File: src/rtl/core_lsu_pkg.sv
// core_lsu_pkg: LSU FSM state encoding, access size codes and
// the alignment legality helper shared by the LSU files.
package core_lsu_pkg;

  typedef enum logic [1:0] {
    ST_IDLE = 2'd0,
    ST_REQ  = 2'd1,
    ST_WAIT = 2'd2,
    ST_DONE = 2'd3
  } lsu_state_e;

  localparam logic [1:0] LSU_BYTE = 2'b00;
  localparam logic [1:0] LSU_HALF = 2'b01;
  localparam logic [1:0] LSU_WORD = 2'b10;

  // Size 2'b11 is handled as a word access.
  function automatic logic lsu_misaligned(
    input logic [1:0] size,
    input logic [1:0] lo
  );
    logic r;
    unique case (1'b1)
      size == LSU_BYTE: r = 1'b0;
      size == LSU_HALF: r = lo[0];
      default:          r = |lo;
    endcase
    return r;
  endfunction

endpackage

File: src/rtl/core_lsu_if.sv
// core_lsu_if: LSU <-> data-cache request/response bus.
// master = LSU (drives dc_req_*), slave = cache (drives ack/resp).
interface core_lsu_if;

  logic        dc_req_val_out;
  logic        dc_req_we_out;
  logic [3:0]  dc_req_be_out;
  logic [31:0] dc_req_addr_out;
  logic [31:0] dc_req_wdata_out;
  logic        dc_req_ack_in;
  logic        dc_resp_val_in;
  logic [31:0] dc_resp_data_in;

  modport master (
    output dc_req_val_out,
    output dc_req_we_out,
    output dc_req_be_out,
    output dc_req_addr_out,
    output dc_req_wdata_out,
    input  dc_req_ack_in,
    input  dc_resp_val_in,
    input  dc_resp_data_in
  );

  modport slave (
    input  dc_req_val_out,
    input  dc_req_we_out,
    input  dc_req_be_out,
    input  dc_req_addr_out,
    input  dc_req_wdata_out,
    output dc_req_ack_in,
    output dc_resp_val_in,
    output dc_resp_data_in
  );

endinterface

File: src/rtl/core_lsu_align.sv
// core_lsu_align: store byte-enables / lane replication (size_i, addr_lo_i,
// wdata_i -> be_o, wdata_o) and load shift + extend (ld_* -> rdata_o).
module core_lsu_align
  import core_lsu_pkg::*;
(
  input  logic [1:0]  size_i,
  input  logic [1:0]  addr_lo_i,
  input  logic [31:0] wdata_i,
  output logic [3:0]  be_o,
  output logic [31:0] wdata_o,
  input  logic [1:0]  ld_size_i,
  input  logic [1:0]  ld_lo_i,
  input  logic        ld_sign_i,
  input  logic [31:0] ld_raw_i,
  output logic [31:0] rdata_o
);

  logic [31:0] sh;

  always_comb begin
    be_o    = 4'b1111;
    wdata_o = wdata_i;
    unique case (1'b1)
      size_i == LSU_BYTE: begin
        be_o    = 4'b0001 << addr_lo_i;
        wdata_o = {4{wdata_i[7:0]}};
      end
      size_i == LSU_HALF: begin
        be_o    = 4'b0011 << {addr_lo_i[1], 1'b0};
        wdata_o = {2{wdata_i[15:0]}};
      end
      default: begin
        be_o    = 4'b1111;
        wdata_o = wdata_i;
      end
    endcase
  end

  assign sh = ld_raw_i >> {ld_lo_i, 3'b000};

  always_comb begin
    rdata_o = sh;
    unique case (1'b1)
      ld_size_i == LSU_BYTE:
        rdata_o = {{24{ld_sign_i & sh[7]}}, sh[7:0]};
      ld_size_i == LSU_HALF:
        rdata_o = {{16{ld_sign_i & sh[15]}}, sh[15:0]};
      default:
        rdata_o = sh;
    endcase
  end

endmodule

File: src/rtl/core_lsu.sv
// core_lsu: mem-stage load/store unit; lsu_* from pipeline, dc bus to cache,
// stall/rdata/misalign back. Optional alignment check: LSU_MISALIGN_CHECK_EN.
module core_lsu
  import core_lsu_pkg::*;
(
  input  logic        clk,
  input  logic        rst_n,
  input  logic        lsu_req_in,
  input  logic        lsu_we_in,
  input  logic [1:0]  lsu_size_in,
  input  logic        lsu_sign_in,
  input  logic [31:0] lsu_addr_in,
  input  logic [31:0] lsu_wdata_in,
  core_lsu_if.master  dc,
  output logic [31:0] lsu_rdata_out,
  output logic        lsu_stall_out,
  output logic        lsu_misalign_out
);

  lsu_state_e  state_q;
  logic        val_q;
  logic        we_q;
  logic        sign_q;
  logic [1:0]  size_q;
  logic [1:0]  lo_q;
  logic [3:0]  be_q;
  logic [3:0]  be_d;
  logic [31:0] addr_q;
  logic [31:0] wdata_q;
  logic [31:0] wdata_d;
  logic [31:0] rdata_q;
  logic [31:0] rdata_d;
  logic        legal;
  logic        accept;

  core_lsu_align u_align (
    .size_i    (lsu_size_in),
    .addr_lo_i (lsu_addr_in[1:0]),
    .wdata_i   (lsu_wdata_in),
    .be_o      (be_d),
    .wdata_o   (wdata_d),
    .ld_size_i (size_q),
    .ld_lo_i   (lo_q),
    .ld_sign_i (sign_q),
    .ld_raw_i  (dc.dc_resp_data_in),
    .rdata_o   (rdata_d)
  );

`ifdef LSU_MISALIGN_CHECK_EN
  logic mis_q;

  assign legal = !lsu_misaligned(lsu_size_in, lsu_addr_in[1:0]);

  // One-cycle flag for a rejected access seen in IDLE.
  always_ff @(posedge clk) begin
    if (!rst_n) begin
      mis_q <= 1'b0;
    end else begin
      mis_q <= (state_q == ST_IDLE) && lsu_req_in && !legal;
    end
  end

  assign lsu_misalign_out = mis_q;
`else
  assign legal            = 1'b1;
  assign lsu_misalign_out = 1'b0;
`endif

  assign accept = (state_q == ST_IDLE) && lsu_req_in && legal;

  assign lsu_stall_out = accept
                      || (state_q == ST_REQ)
                      || (state_q == ST_WAIT);

  always_ff @(posedge clk) begin
    if (!rst_n) begin
      state_q <= ST_IDLE;
      val_q   <= 1'b0;
      we_q    <= 1'b0;
      sign_q  <= 1'b0;
      size_q  <= 2'b00;
      lo_q    <= 2'b00;
      be_q    <= 4'b0000;
      addr_q  <= 32'h0;
      wdata_q <= 32'h0;
      rdata_q <= 32'h0;
    end else begin
      unique case (state_q)
        ST_IDLE: begin
          if (accept) begin
            state_q <= ST_REQ;
            val_q   <= 1'b1;
            we_q    <= lsu_we_in;
            sign_q  <= lsu_sign_in;
            size_q  <= lsu_size_in;
            lo_q    <= lsu_addr_in[1:0];
            be_q    <= be_d;
            addr_q  <= {lsu_addr_in[31:2], 2'b00};
            wdata_q <= wdata_d;
          end
        end
        // A response arriving with the ack is not the load data.
        ST_REQ: begin
          if (dc.dc_req_ack_in) begin
            val_q   <= 1'b0;
            state_q <= we_q ? ST_DONE : ST_WAIT;
          end
        end
        ST_WAIT: begin
          if (dc.dc_resp_val_in) begin
            rdata_q <= rdata_d;
            state_q <= ST_DONE;
          end
        end
        ST_DONE: begin
          state_q <= ST_IDLE;
        end
      endcase
    end
  end

  assign dc.dc_req_val_out   = val_q;
  assign dc.dc_req_we_out    = we_q;
  assign dc.dc_req_be_out    = be_q;
  assign dc.dc_req_addr_out  = addr_q;
  assign dc.dc_req_wdata_out = wdata_q;
  assign lsu_rdata_out       = rdata_q;

endmodule

File: src/flat_wrapper.sv
// flat-port wrapper written by rule: the top's interface ports become plain ports
module core_lsu_flat import core_lsu_pkg::*;
  (clk, rst_n, lsu_req_in, lsu_we_in, lsu_size_in, lsu_sign_in, lsu_addr_in, lsu_wdata_in, lsu_rdata_out, lsu_stall_out, lsu_misalign_out, dc_dc_req_val_out, dc_dc_req_we_out, dc_dc_req_be_out, dc_dc_req_addr_out, dc_dc_req_wdata_out, dc_dc_req_ack_in, dc_dc_resp_val_in, dc_dc_resp_data_in);
  core_lsu_if dc_i ();
  input  logic clk;
  input  logic rst_n;
  input  logic lsu_req_in;
  input  logic lsu_we_in;
  input  logic [1:0] lsu_size_in;
  input  logic lsu_sign_in;
  input  logic [31:0] lsu_addr_in;
  input  logic [31:0] lsu_wdata_in;
  output logic [31:0] lsu_rdata_out;
  output logic lsu_stall_out;
  output logic lsu_misalign_out;
  output wire logic [$bits(dc_i.dc_req_val_out)-1:0] dc_dc_req_val_out;
  output wire logic [$bits(dc_i.dc_req_we_out)-1:0] dc_dc_req_we_out;
  output wire logic [$bits(dc_i.dc_req_be_out)-1:0] dc_dc_req_be_out;
  output wire logic [$bits(dc_i.dc_req_addr_out)-1:0] dc_dc_req_addr_out;
  output wire logic [$bits(dc_i.dc_req_wdata_out)-1:0] dc_dc_req_wdata_out;
  input wire logic [$bits(dc_i.dc_req_ack_in)-1:0] dc_dc_req_ack_in;
  input wire logic [$bits(dc_i.dc_resp_val_in)-1:0] dc_dc_resp_val_in;
  input wire logic [$bits(dc_i.dc_resp_data_in)-1:0] dc_dc_resp_data_in;
  assign dc_dc_req_val_out = dc_i.dc_req_val_out;
  assign dc_dc_req_we_out = dc_i.dc_req_we_out;
  assign dc_dc_req_be_out = dc_i.dc_req_be_out;
  assign dc_dc_req_addr_out = dc_i.dc_req_addr_out;
  assign dc_dc_req_wdata_out = dc_i.dc_req_wdata_out;
  assign dc_i.dc_req_ack_in = dc_dc_req_ack_in;
  assign dc_i.dc_resp_val_in = dc_dc_resp_val_in;
  assign dc_i.dc_resp_data_in = dc_dc_resp_data_in;
  core_lsu u_core (.clk(clk), .rst_n(rst_n), .lsu_req_in(lsu_req_in), .lsu_we_in(lsu_we_in), .lsu_size_in(lsu_size_in), .lsu_sign_in(lsu_sign_in), .lsu_addr_in(lsu_addr_in), .lsu_wdata_in(lsu_wdata_in), .dc(dc_i), .lsu_rdata_out(lsu_rdata_out), .lsu_stall_out(lsu_stall_out), .lsu_misalign_out(lsu_misalign_out));
endmodule
File: config.mk
export PLATFORM = sky130hd
export DESIGN_NAME = core_lsu_flat
export DESIGN_NICKNAME = d
export VERILOG_FILES = /design/src/rtl/core_lsu_pkg.sv /design/src/rtl/core_lsu_if.sv /design/src/rtl/core_lsu_align.sv /design/src/rtl/core_lsu.sv /design/src/flat_wrapper.sv
export SDC_FILE = /design/constraint.sdc
export NUM_CORES = 1
export LEC_CHECK = 0
export CORE_UTILIZATION = 33
export DETAILED_ROUTE_END_ITERATION = 12
export SETUP_SLACK_MARGIN = 0.1
export SYNTH_ARGS = -nofsm -noshare
export SYNTH_HDL_FRONTEND = slang
export SYNTH_HIERARCHICAL = 1
export SYNTH_SLANG_ARGS = --single-unit
File: constraint.sdc
create_clock -name clk -period 3.4 [get_ports clk]
set_input_delay 0.34 -clock clk [delete_from_list [all_inputs] [get_ports clk]]
set_output_delay 0.34 -clock clk [all_outputs]
set_load 0.02 [all_outputs]
==> After elaboration in Yosys (flattened, before gate mapping) <==
Cells that the tools add are included.
{ "classes": {"n_reduce_logical": 11, "eq_ne": 8, "mux": 11, "shift": 3, "bitwise": 2} }
{ "ops": {"columns": ["operator", "n"], "rows": [
  ["case mux 32 bit (2 select lines)", 2],
  ["right shift 32 x 5 -> 32 bit", 1],
  ["case mux 2 bit (4 select lines)", 1],
  ["case mux 4 bit (2 select lines)", 1],
  ["== test 2 x 1 -> 1 bit (second input constant)", 3],
  ["zero test 2 bit", 3],
  ["2-to-1 mux 2 bit", 3],
  ["AND reduction 3 bit", 2],
  ["== test 2 bit (second input constant)", 2],
  ["inequality test 2 bit (second input constant)", 2],
  ["AND reduction 2 bit", 2],
  ["left shift 1 x 2 -> 4 bit (first input constant)", 1],
  ["left shift 2 x 2 -> 4 bit (first input constant)", 1],
  ["2-to-1 mux 1 bit", 3],
  ["bitwise AND 1 bit", 2],
  ["logical OR 1 bit", 2],
  ["inequality test 2 x 1 -> 1 bit (second input constant)", 1],
  ["case mux 1 bit (2 select lines)", 1],
  ["nonzero test 2 bit", 1],
  ["logical AND 1 bit", 1]
]} }
{ "totals": {"output_inout_bits": 104, "inputBits": 105, "wordCells": 45, "regBits": 107} }

==> Depth between registers and ports, before layout <==
Gate-level depths: netlist of run 1.
{ "logic_depth": {"word_depth": 4, "mapped_depth": 8, "mapped_depth_nobuf": 5} }

==> By module <==
The synthesis of run 1 kept the hierarchy.
{ "modules_own_cells": {"columns": ["module", "area_each_um2", "cells_each", "n_inst"], "rows": [
  ["core_lsu", 3961.3, 486, 1],
  ["core_lsu_align", 1265.0, 166, 1]
]} }

==> Worst setup path before layout of run 1 <==
Ideal clock, no wire load.
{ "synth_path": {"kind": "flip-flop to output port", "from": "reg u_core.state_q[0]", "to": "out lsu_stall_out", "t_required_ns": 3.060, "t_arrival_ns": 1.373, "setup_slack_ns": 1.687, "path_stages_with_launch": 6, "path_cell_list": "dfxtp_1 inv_1 ha_1 and2_1 buf_6 or3_1"} }
{ "synth_via": {"elab_chain_cells": 4, "word_cells_on_any_way": 6, "classes_between": "eq/ne: 2; reduce/logical: 4"} }
{ "synth_lines": {"columns": ["element", "line_no", "rtl"], "rows": [
  ["start, declared", "core_lsu.sv:20", "lsu_state_e state_q;"],
  ["start signal, assigned", "core_lsu.sv:106", "state_q <= we_q ? ST_DONE : ST_WAIT;"],
  ["zero test 2 bit", "core_lsu.sv:69", "assign accept = (state_q == ST_IDLE) && lsu_req_in && legal;"],
  ["logical AND 1 bit", "core_lsu.sv:69", null],
  ["logical OR 1 bit", "core_lsu.sv:72", "|| (state_q == ST_REQ)"],
  ["logical OR 1 bit (*)", "core_lsu.sv:73", "|| (state_q == ST_WAIT);"],
  ["end, declared", "flat_wrapper.sv:14", "output logic lsu_stall_out;"]
]} }
Mark *: on every way between the ends. The rest lies on a longest branch, timed or not.

==> Worst setup path in the final report of run 1 <==
Same ends and word-level chain as after synthesis.

==> results of run 1 <==
[registers in the layout, summed over array words and instances, names as in the netlist]
name	flops
u_core/dc.dc_req_wdata_out	32
u_core/lsu_rdata_out	32
u_core/dc.dc_req_addr_out	30
u_core/dc.dc_req_be_out	4
u_core/lo_q	2
u_core/size_q	2
u_core/state_q	2
u_core/dc.dc_req_val_out	1
u_core/dc.dc_req_we_out	1
u_core/sign_q	1
[area by class of cell]
| cell class | count | area, µm² |
|---|---|---|
| Clock inverter | 3 | 17.5 |
| Sequential cell | 107 | 2140 |
| Fill cell | 1495 | 7810 |
| Clock buffer | 11 | 233 |
| Multi-Input combinational cell | 484 | 2690 |
| Timing Repair Buffer | 214 | 2140 |
| Tap cell | 211 | 264 |
| Inverter | 4 | 16.3 |
[layer usage]
| layer | GRT usage | part of all wire | vias to the layer above |
|---|---|---|---|
| met3 | 0.0492 | 0.071 | 14 |
| met2 | 0.314 | 0.47 | 152 |
| met5 | 0 | 0 | - |
| met4 | 0.0706 | 0.016 | 0 |
| met1 | 0.240 | 0.44 | 2313 |
| li1 | - | - | 2499 |
[how the worst min path moves through the flow]
stage,startpoint,end
floorplan,u_core/lo_q[1]$_SDFFE_PN0P_,u_core/lo_q[1]$_SDFFE_PN0P_
global placement,u_core/lsu_rdata_out[18]$_SDFFE_PN0P_,u_core/lsu_rdata_out[18]$_SDFFE_PN0P_
detailed placement,u_core/dc.dc_req_wdata_out[31]$_SDFFE_PN0P_,u_core/dc.dc_req_wdata_out[31]$_SDFFE_PN0P_
CTS,u_core/dc.dc_req_wdata_out[31]$_SDFFE_PN0P_,u_core/dc.dc_req_wdata_out[31]$_SDFFE_PN0P_
global route,u_core/dc.dc_req_addr_out[5]$_SDFFE_PN0P_,u_core/dc.dc_req_addr_out[5]$_SDFFE_PN0P_
finish,u_core/dc.dc_req_wdata_out[31]$_SDFFE_PN0P_,u_core/dc.dc_req_wdata_out[31]$_SDFFE_PN0P_
[cells in the mapped netlist, types with 4 or more instances]
cell	number
o2bb2ai_1	8
o22ai_1	6
buf_2	13
buf_1	7
nor2b_1	14
or2_2	6
nand2b_1	5
a21boi_0	8
mux2_2	17
buf_4	14
clkbuf_1	12
ha_1	5
nand2_2	10
o21ai_0	9
nand2_1	210
o21bai_1	4
a211oi_1	8
a21oi_2	10
buf_6	12
dfxtp_1	107
a21oi_1	110
mux2i_1	24
[power by group through the flow]
stage	Sequential, mW	Clock [mW]	Combinational (mW)
finish	1.57	0.937	1.89
global route	1.59	1.03	2.07
CTS	1.57	0.973	1.91
detailed placement	1.60	0	1.90
global placement	1.58	0	1.87
floorplan	1.80	0	1.05
[cells by family (layout without fill, tap and decap cells)]
group,Yosys count,in the layout,share of synthesized area
and+or+nand+nor,260,260,0.209
AOI/OAI and AO/OA,172,172,0.200
DFF,107,107,0.410
buffers and inverters,63,232,0.0778
muxes,43,43,0.0881
adders and majority gates,5,5,0.0120
other,1,3,0.000718
xor gates and xnor gates,1,1,0.00168
[worst max-delay path, cell delays in order (launching register included)]
cell and delay, ns:
dfxtp_1 0.36, inv_1 0.12, ha_1 0.27, and2_2 0.21
or3_1 0.31, clkdlybuf4s50_1 0.55
==> out/results.tsv, run 1 <==
metric	value	unit
largest net degree at the start of global routing	73	
Hold Worst Slack	0.453	ns
H-tree depth	3	
synth top area cells	dfxtp_1 41%, nand2_1 15%, a21oi_1 11%	
Nets	930	
drt initial violations	263	
post-synth top area share	0.410	
DR vias	4978	
Clk Latency, worst-skew pair	0.35	ns
clk_skew	0.00630	ns
Sequential Power Share	0.356	
FP Rows	45	
Critical Path Sink	lsu_stall_out	
antenna diode count	0	
Distinct cells, synth	45	
DR vias/cell	4.81	
P&R area growth vs syn	43.6	%
Total GRT Usage	0.191	
Fmax achieved	399	MHz
Final Hold Fails	0	
Critical Path Source	u_core/state_q[0]$_SDFFE_PN0P_	
Initial Util	0.341	
worst slack, placed	1.19	ns
commonest non-fill, non-tap cell in the layout	nand2_1	
Clock Root Buffer	clkbuf_16	
Crit Path Max Fanout	5	
#FFs+latches synth	107	
finished layout cell area	7510	µm²
P_sw	1.64	mW
RR Endpoint	u_core/lsu_rdata_out[17]$_SDFFE_PN0P_	
number of setup buffers added after CTS	0	
wire length of the first global-routing pass	24.4	mm
most used flip-flop cell after synthesis	dfxtp_1	
Final min period	2.51	ns
clock buffer depth	2	
RSZ-0062 raised after global routing	no	
Core Box Area	15300	µm²
Synth Cell Area	5230	µm²
Post-synth ARST share	0	
Num CTS Buffers	9	
DRT Wirelength	15.4	mm
global placement routability congestion	0.802	
die area	16300	µm²
Tcrit/Tclk final	0.737	
Top-Level Pins	209	
Worst Hold Path Cells	2	
Leakage	2.64	nW
fraction of layout cells with a size suffix above 1	0.0911	
combinational share of power	0.430	
most frequent cells in the layout	209 x nand2_1, 205 x clkdlybuf4s50_1, 110 x a21oi_1, 107 x dfxtp_1, 24 x mux2i_1	
Resized cells post-CTS	0	
critical path startpoint category	flop	
Setup CP Type	reg -> out	
ANT nets after route	0	
power per cell area	586	nW/µm²
DP HPWL	10.9	mm
Die Wd	128	µm
clock sink total	107	
drt first pass iters	4	
dpl cells	1020	
final setup TNS	0	ns
Worst-path clk slew	0.07	ns
Sw Ratio	0.374	
Peak VDD IR	294	µV
Hold Buf Count CTS	0	
Mapped Cells	652	
Slew Viols, Final	0	
Critical Path RT	3.06	ns
nature of the critical path endpoint	output pin	
path category of the worst min-delay check	reg -> reg	
IO buf count	205	
GRT Residual Overflow	0	
Max Cap Viol	0	
Avg WL per Cell	14.9	µm
vias in the first global route	4785	
drc violations	0	
Tightest Pin Transition	1.05	ns
Worst R2R Path Depth	6	
R2R Path Start	u_core/lo_q[1]$_SDFFE_PN0P_	
Slew headroom	0.299	
flop2flop setup slack	1.36	ns
Internal	2.75	mW
DIE HEIGHT	128	µm
final worst slack	0.893	ns
final cell count without fillers	1034	
status	finished, final reports clean	
Synth Warn #	6	
CP arrival	2.17	ns
CTS tree	yes	
Final Total Pwr	4.40	mW
post-synthesis sequential area ratio	0.410	
count of final setup violators	0	
initial antenna violation count	0	
Area after DPL	7260	µm²
Syn Area/Cell	8.02	µm²
clock power share	0.213	
EDFF count, synth	0	
Final Core Density	0.490	
area leader, netlist	dfxtp_1	
Power figures use the tool's default switching activity.
==> inputs of run 2 (changes only) <==
Clock period 3.4 ns to 2.6 ns, I/O delays scaled along.
==> out/results.tsv, run 2 (synthesis results as in run 1) <==
metric	value	unit	change
path category of the worst min-delay check	reg -> reg		
drt initial violations	320		+22%
DP HPWL	11.2	mm	+2.4%
Fmax achieved	476	MHz	
most frequent cells in the layout	209 x nand2_1, 204 x clkdlybuf4s50_1, 110 x a21oi_1, 107 x dfxtp_1, 24 x mux2i_1		
FP Rows	45		unchanged
antenna diode count	0		unchanged
fraction of layout cells with a size suffix above 1	0.0990		+0.00790
Tcrit/Tclk final	0.808		
Area after DPL	7270	µm²	+0.14%
Leakage	2.67	nW	+1.3%
Slew headroom	0.458		+0.160
Top-Level Pins	209		unchanged
critical path startpoint category	flop		
count of final setup violators	0		unchanged
die area	16300	µm²	unchanged
status	finished, final reports clean		
DRT Wirelength	15.6	mm	+1.2%
Slew Viols, Final	0		unchanged
Nets	933		+0.32%
largest net degree at the start of global routing	73		unchanged
drt first pass iters	4		unchanged
GRT Residual Overflow	0		unchanged
DR vias	5035		+1.1%
final cell count without fillers	1039		+0.48%
clock buffer depth	2		unchanged
vias in the first global route	4814		+0.61%
Tightest Pin Transition	0.812	ns	-0.237 ns
RSZ-0062 raised after global routing	no		
DR vias/cell	4.85		+0.66%
final setup TNS	0	ns	unchanged
initial antenna violation count	0		unchanged
clk_skew	0.0110	ns	+0.00467 ns
wire length of the first global-routing pass	24.9	mm	+1.9%
H-tree depth	3		unchanged
power per cell area	777	nW/µm²	+33%
Crit Path Max Fanout	5		unchanged
Worst-path clk slew	0.07	ns	about the same
Hold Buf Count CTS	0		unchanged
number of setup buffers added after CTS	0		unchanged
Clock Root Buffer	clkbuf_16		
Layout fillers	1554		+3.9%
Total GRT Usage	0.194		+0.00304
nature of the critical path endpoint	output pin		
ANT nets after route	0		unchanged
Avg WL per Cell	15.0	µm	+0.73%
Final min period	2.10	ns	
CP arrival	1.84	ns	-0.33 ns
final worst slack	0.500	ns	-0.393 ns
Num CTS Buffers	9		unchanged
Max Cap Viol	0		unchanged
DIE HEIGHT	128	µm	unchanged
global placement routability congestion	0.794		-1.0%
Die Wd	128	µm	unchanged
dpl cells	1023		+0.29%
CTS tree	yes		
Initial Util	0.341		unchanged
drc violations	0		unchanged
clock sink total	107		unchanged
IO buf count	205		unchanged
finished layout cell area	7560	µm²	+0.70%
Core Box Area	15300	µm²	unchanged
Critical Path RT	2.34	ns	-0.72 ns
Peak VDD IR	528	µV	+80%
P&R area growth vs syn	44.6	%	
worst slack, placed	0.527	ns	-0.658 ns
Setup CP Type	reg -> out		
Final Hold Fails	0		unchanged
commonest non-fill, non-tap cell in the layout	nand2_1		
Clk Latency, worst-skew pair	0.35	ns	about the same
## run 2: metrics by stage
stage | power [mW] | hold slack (ns) | utilization
after CTS | 5.95 | 0.439 | 0.493
after global placement | 4.54 | 0.442 | 0.474
final | 5.87 | 0.453 | 0.494
after global routing | 6.25 | 0.448 | 0.494
after floorplan | 3.73 | 0.378 | -
after detailed placement | 4.60 | 0.448 | 0.474
## run 2: layout make-up
cell class,instances,area [µm²],share of cell area
Tap cell,211,264,0.0349
Clock buffer,11,253,0.0334
Sequential cell,107,2140,0.283
Timing Repair Buffer,217,2160,0.285
Clock inverter,5,37.5,0.00497
Multi-Input combinational cell,484,2690,0.356
Inverter,4,16.3,0.00215
## run 2: repair_timing
item	4_1_cts	5_1_grt
endpoints found under the hold margin	0	0
resized for setup	0	1
endpoints found under the setup margin	0	1
## run 2: critical path: stages (launching register included)
cell and delay, ns:
dfxtp_1 0.37, inv_1 0.12, ha_1 0.27, and2_2 0.22, or3_1 0.30, dlymetal6s2s_1 0.22
## run 2: path summary, 6_finish.rpt
path              cells after the start  slack, ns                                         from                                     endpoint
setup / recovery                      5       0.50               u_core/state_q[0]$_SDFFE_PN0P_                                lsu_stall_out
hold reg to reg                       2       0.45  u_core/dc.dc_req_wdata_out[28]$_SDFFE_PN0P_  u_core/dc.dc_req_wdata_out[28]$_SDFFE_PN0P_
hold / removal                        2       0.45  u_core/dc.dc_req_wdata_out[28]$_SDFFE_PN0P_  u_core/dc.dc_req_wdata_out[28]$_SDFFE_PN0P_
setup reg to reg                      6       0.62               u_core/state_q[0]$_SDFFE_PN0P_                u_core/size_q[1]$_SDFFE_PN0P_
## run 2: per-layer routing
layer | share of wire | up-vias | global-route usage
met5 | 0 | - | 0
met4 | 0.021 | 0 | 0.0796
met3 | 0.070 | 21 | 0.0530
met2 | 0.47 | 151 | 0.322
met1 | 0.44 | 2359 | 0.236
li1 | - | 2504 | -
## run 2: report_power, final
group / leakage, nW / switching, mW / internal, mW
sequential: 0.873 / 0.156 / 1.90
combinational: 1.66 / 1.41 / 1.07
clock: 0.138 / 0.632 / 0.705
total: 2.67 / 2.20 / 3.68
==> inputs of run 3 (changes only) <==
Settings changed: PLACE_DENSITY from default to 0.66.
Clock period 2.6 ns to 1.8 ns, I/O delays scaled along.
==> out/results.tsv, run 3 (synthesis results as in run 1) <==
metric	value	unit	change
Worst path max stage delay	0.33	ns	-0.04 ns
drc violations	0		unchanged
Worst Hold Path Cells	3		+1
Die Wd	128	µm	unchanged
finished layout cell area	7940	µm²	+5.1%
met3 Usage GRT	0.0601		+0.00710
clk_skew	0.00518	ns	-0.00578 ns
Initial Util	0.341		unchanged
DRT Wirelength	15.7	mm	+0.47%
H-tree depth	3		unchanged
path category of the worst min-delay check	in -> reg		
GRT busiest layer	met2		
Setup CP Type	reg -> out		
count of final setup violators	0		unchanged
Top-Level Pins	209		unchanged
RR Endpoint	u_core/lsu_rdata_out[19]$_SDFFE_PN0P_		
clock sink total	107		unchanged
final cell count without fillers	1063		+2.3%
worst slack, placed	-0.0309	ns	-0.558 ns
Num CTS Buffers	9		unchanged
Crit Path Max Fanout	3		-2
Crit-path slowest cell	dfxtp_2		
status	finished, final reports clean		
DIE HEIGHT	128	µm	unchanged
Clock Root Buffer	clkbuf_16		
Worst R2R Path Depth	7		+1
Hold Worst Slack	0.369	ns	-0.0834 ns
Max Cap Viol	0		unchanged
Hold Startpoint	lsu_addr_in[8]		
final worst slack	0.124	ns	-0.376 ns
final setup TNS	0	ns	unchanged
IO buf count	205		unchanged
Final Total Pwr	9.04	mW	+54%
Final Hold Fails	0		unchanged
DP HPWL	10.9	mm	-2.2%
GRT Residual Overflow	0		unchanged
Critical Path RT	1.62	ns	-0.72 ns
dpl cells	1045		+2.2%
DR vias/cell	4.75		-2.1%
flop2flop setup slack	0.19	ns	-0.43 ns
CP cell instances	inv_2 -> ha_4 -> and2_4 -> or3_4 -> buf_6		
Nets	957		+2.6%
antenna diode count	0		unchanged
Fmax achieved	597	MHz	
drt initial violations	222		-31%
Core Box Area	15300	µm²	unchanged
FP Rows	45		unchanged
clock buffer depth	2		unchanged
Final min period	1.68	ns	
hold path endpoint	u_core/dc.dc_req_addr_out[8]$_SDFFE_PN0P_		
Area after DPL	7530	µm²	+3.7%
Peak VDD IR	677	µV	+28%
Crit path max-delay family	simple AND/OR/NAND/NOR gates		
Avg WL per Cell	14.8	µm	-1.8%
Buf/Inv on CP	2		unchanged
initial antenna violation count	0		unchanged
CTS tree	yes		
die area	16300	µm²	unchanged
DR vias	5044		+0.18%
met2 Resource Use GR	0.310		-0.0121
Slew Viols, Final	0		unchanged
ANT nets after route	0		unchanged
drt first pass iters	4		unchanged
largest net degree at the start of global routing	62		-15%
wire length of the first global-routing pass	24.6	mm	-1.3%
Leakage	2.85	nW	+6.5%
met1 GRT Util	0.242		+0.00551
R2R Path Start	u_core/lo_q[1]$_SDFFE_PN0P_		
RSZ-0062 raised after global routing	yes		
Hold Buf Count CTS	0		unchanged
commonest non-fill, non-tap cell in the layout	nand2_1		
power per cell area	1140	nW/µm²	+47%
P&R area growth vs syn	52.0	%	
Tcrit/Tclk final	0.931		
Final Core Density	0.519		+0.0251
Layout fillers	1497		-3.7%
Total GRT Usage	0.192		-0.00220
nature of the critical path endpoint	output pin		
most frequent cells in the layout	209 x nand2_1, 204 x clkdlybuf4s50_1, 110 x a21oi_1, 104 x dfxtp_1		
critical path startpoint category	flop		
fraction of layout cells with a size suffix above 1	0.136		+0.0371
Clk Latency, worst-skew pair	0.35	ns	about the same
Worst-path clk slew	0.07	ns	about the same
global placement routability congestion	0.811		+2.1%
vias in the first global route	4645		-3.5%
CP arrival	1.50	ns	-0.34 ns
## run 3: cell count changes in the layout (fill, tap and decap cells not counted), moves of 2 or more
cell and delta:
buf_4 +13, buf_12 +9, dfxtp_1 -3, ha_1 -3
buf_6 +2, dfxtp_2 +2, ha_4 +2, inv_1 -2
inv_2 +2
## run 3: layout make-up
type	instances	area, µm²	share of cell area
Multi-Input combinational cell	484	2730	0.344
Clock buffer	11	253	0.0318
Timing Repair Buffer	241	2470	0.311
Inverter	4	16.3	0.00205
Sequential cell	107	2150	0.270
Tap cell	211	264	0.0332
Clock inverter	5	60.1	0.00756
## run 3: worst max path at each step
stage	cells past startpoint	end	start	slack [ns]
3_3_place_gp	7	u_core/lsu_rdata_out[19]$_SDFFE_PN0P_	dc_dc_resp_data_in[23]	-0.02
3_5_place_dp	7	u_core/lsu_rdata_out[19]$_SDFFE_PN0P_	dc_dc_resp_data_in[23]	-0.03
2_1_floorplan	5	lsu_stall_out	u_core/state_q[0]$_SDFFE_PN0P_	0.25
6_report	5	lsu_stall_out	u_core/state_q[0]$_SDFFE_PN0P_	0.12
5_1_grt	5	lsu_stall_out	u_core/state_q[0]$_SDFFE_PN0P_	0.07
4_1_cts	5	lsu_stall_out	u_core/state_q[1]$_SDFFE_PN0P_	0.05
## run 3: what timing repair did
item                                    4_1_cts  5_1_grt
pin swaps                                     1        1
endpoints found under the setup margin       17       10
cloned                                        0        1
gates resized for setup                      12        9
buffers inserted                              1        0
## run 3: routing by layer
| metal | routed length (µm) | vias up |
|---|---|---|
| met1 | 6960 | 2309 |
| met5 | 0 | - |
| li1 | - | 2560 |
| met2 | 7350 | 162 |
| met4 | 213 | 0 |
| met3 | 1170 | 13 |
## run 3: power breakdown
group | switching, mW | internal, mW | leakage (nW)
sequential | 0.209 | 2.75 | 0.875
clock | 0.914 | 1.16 | 0.152
combinational | 2.15 | 1.86 | 1.82
## run 3: tightest hold or removal path, cell delays in order
cell and delay, ns:
clkdlybuf4s50_1 0.39, nand2_1 0.05, a21oi_1 0.05
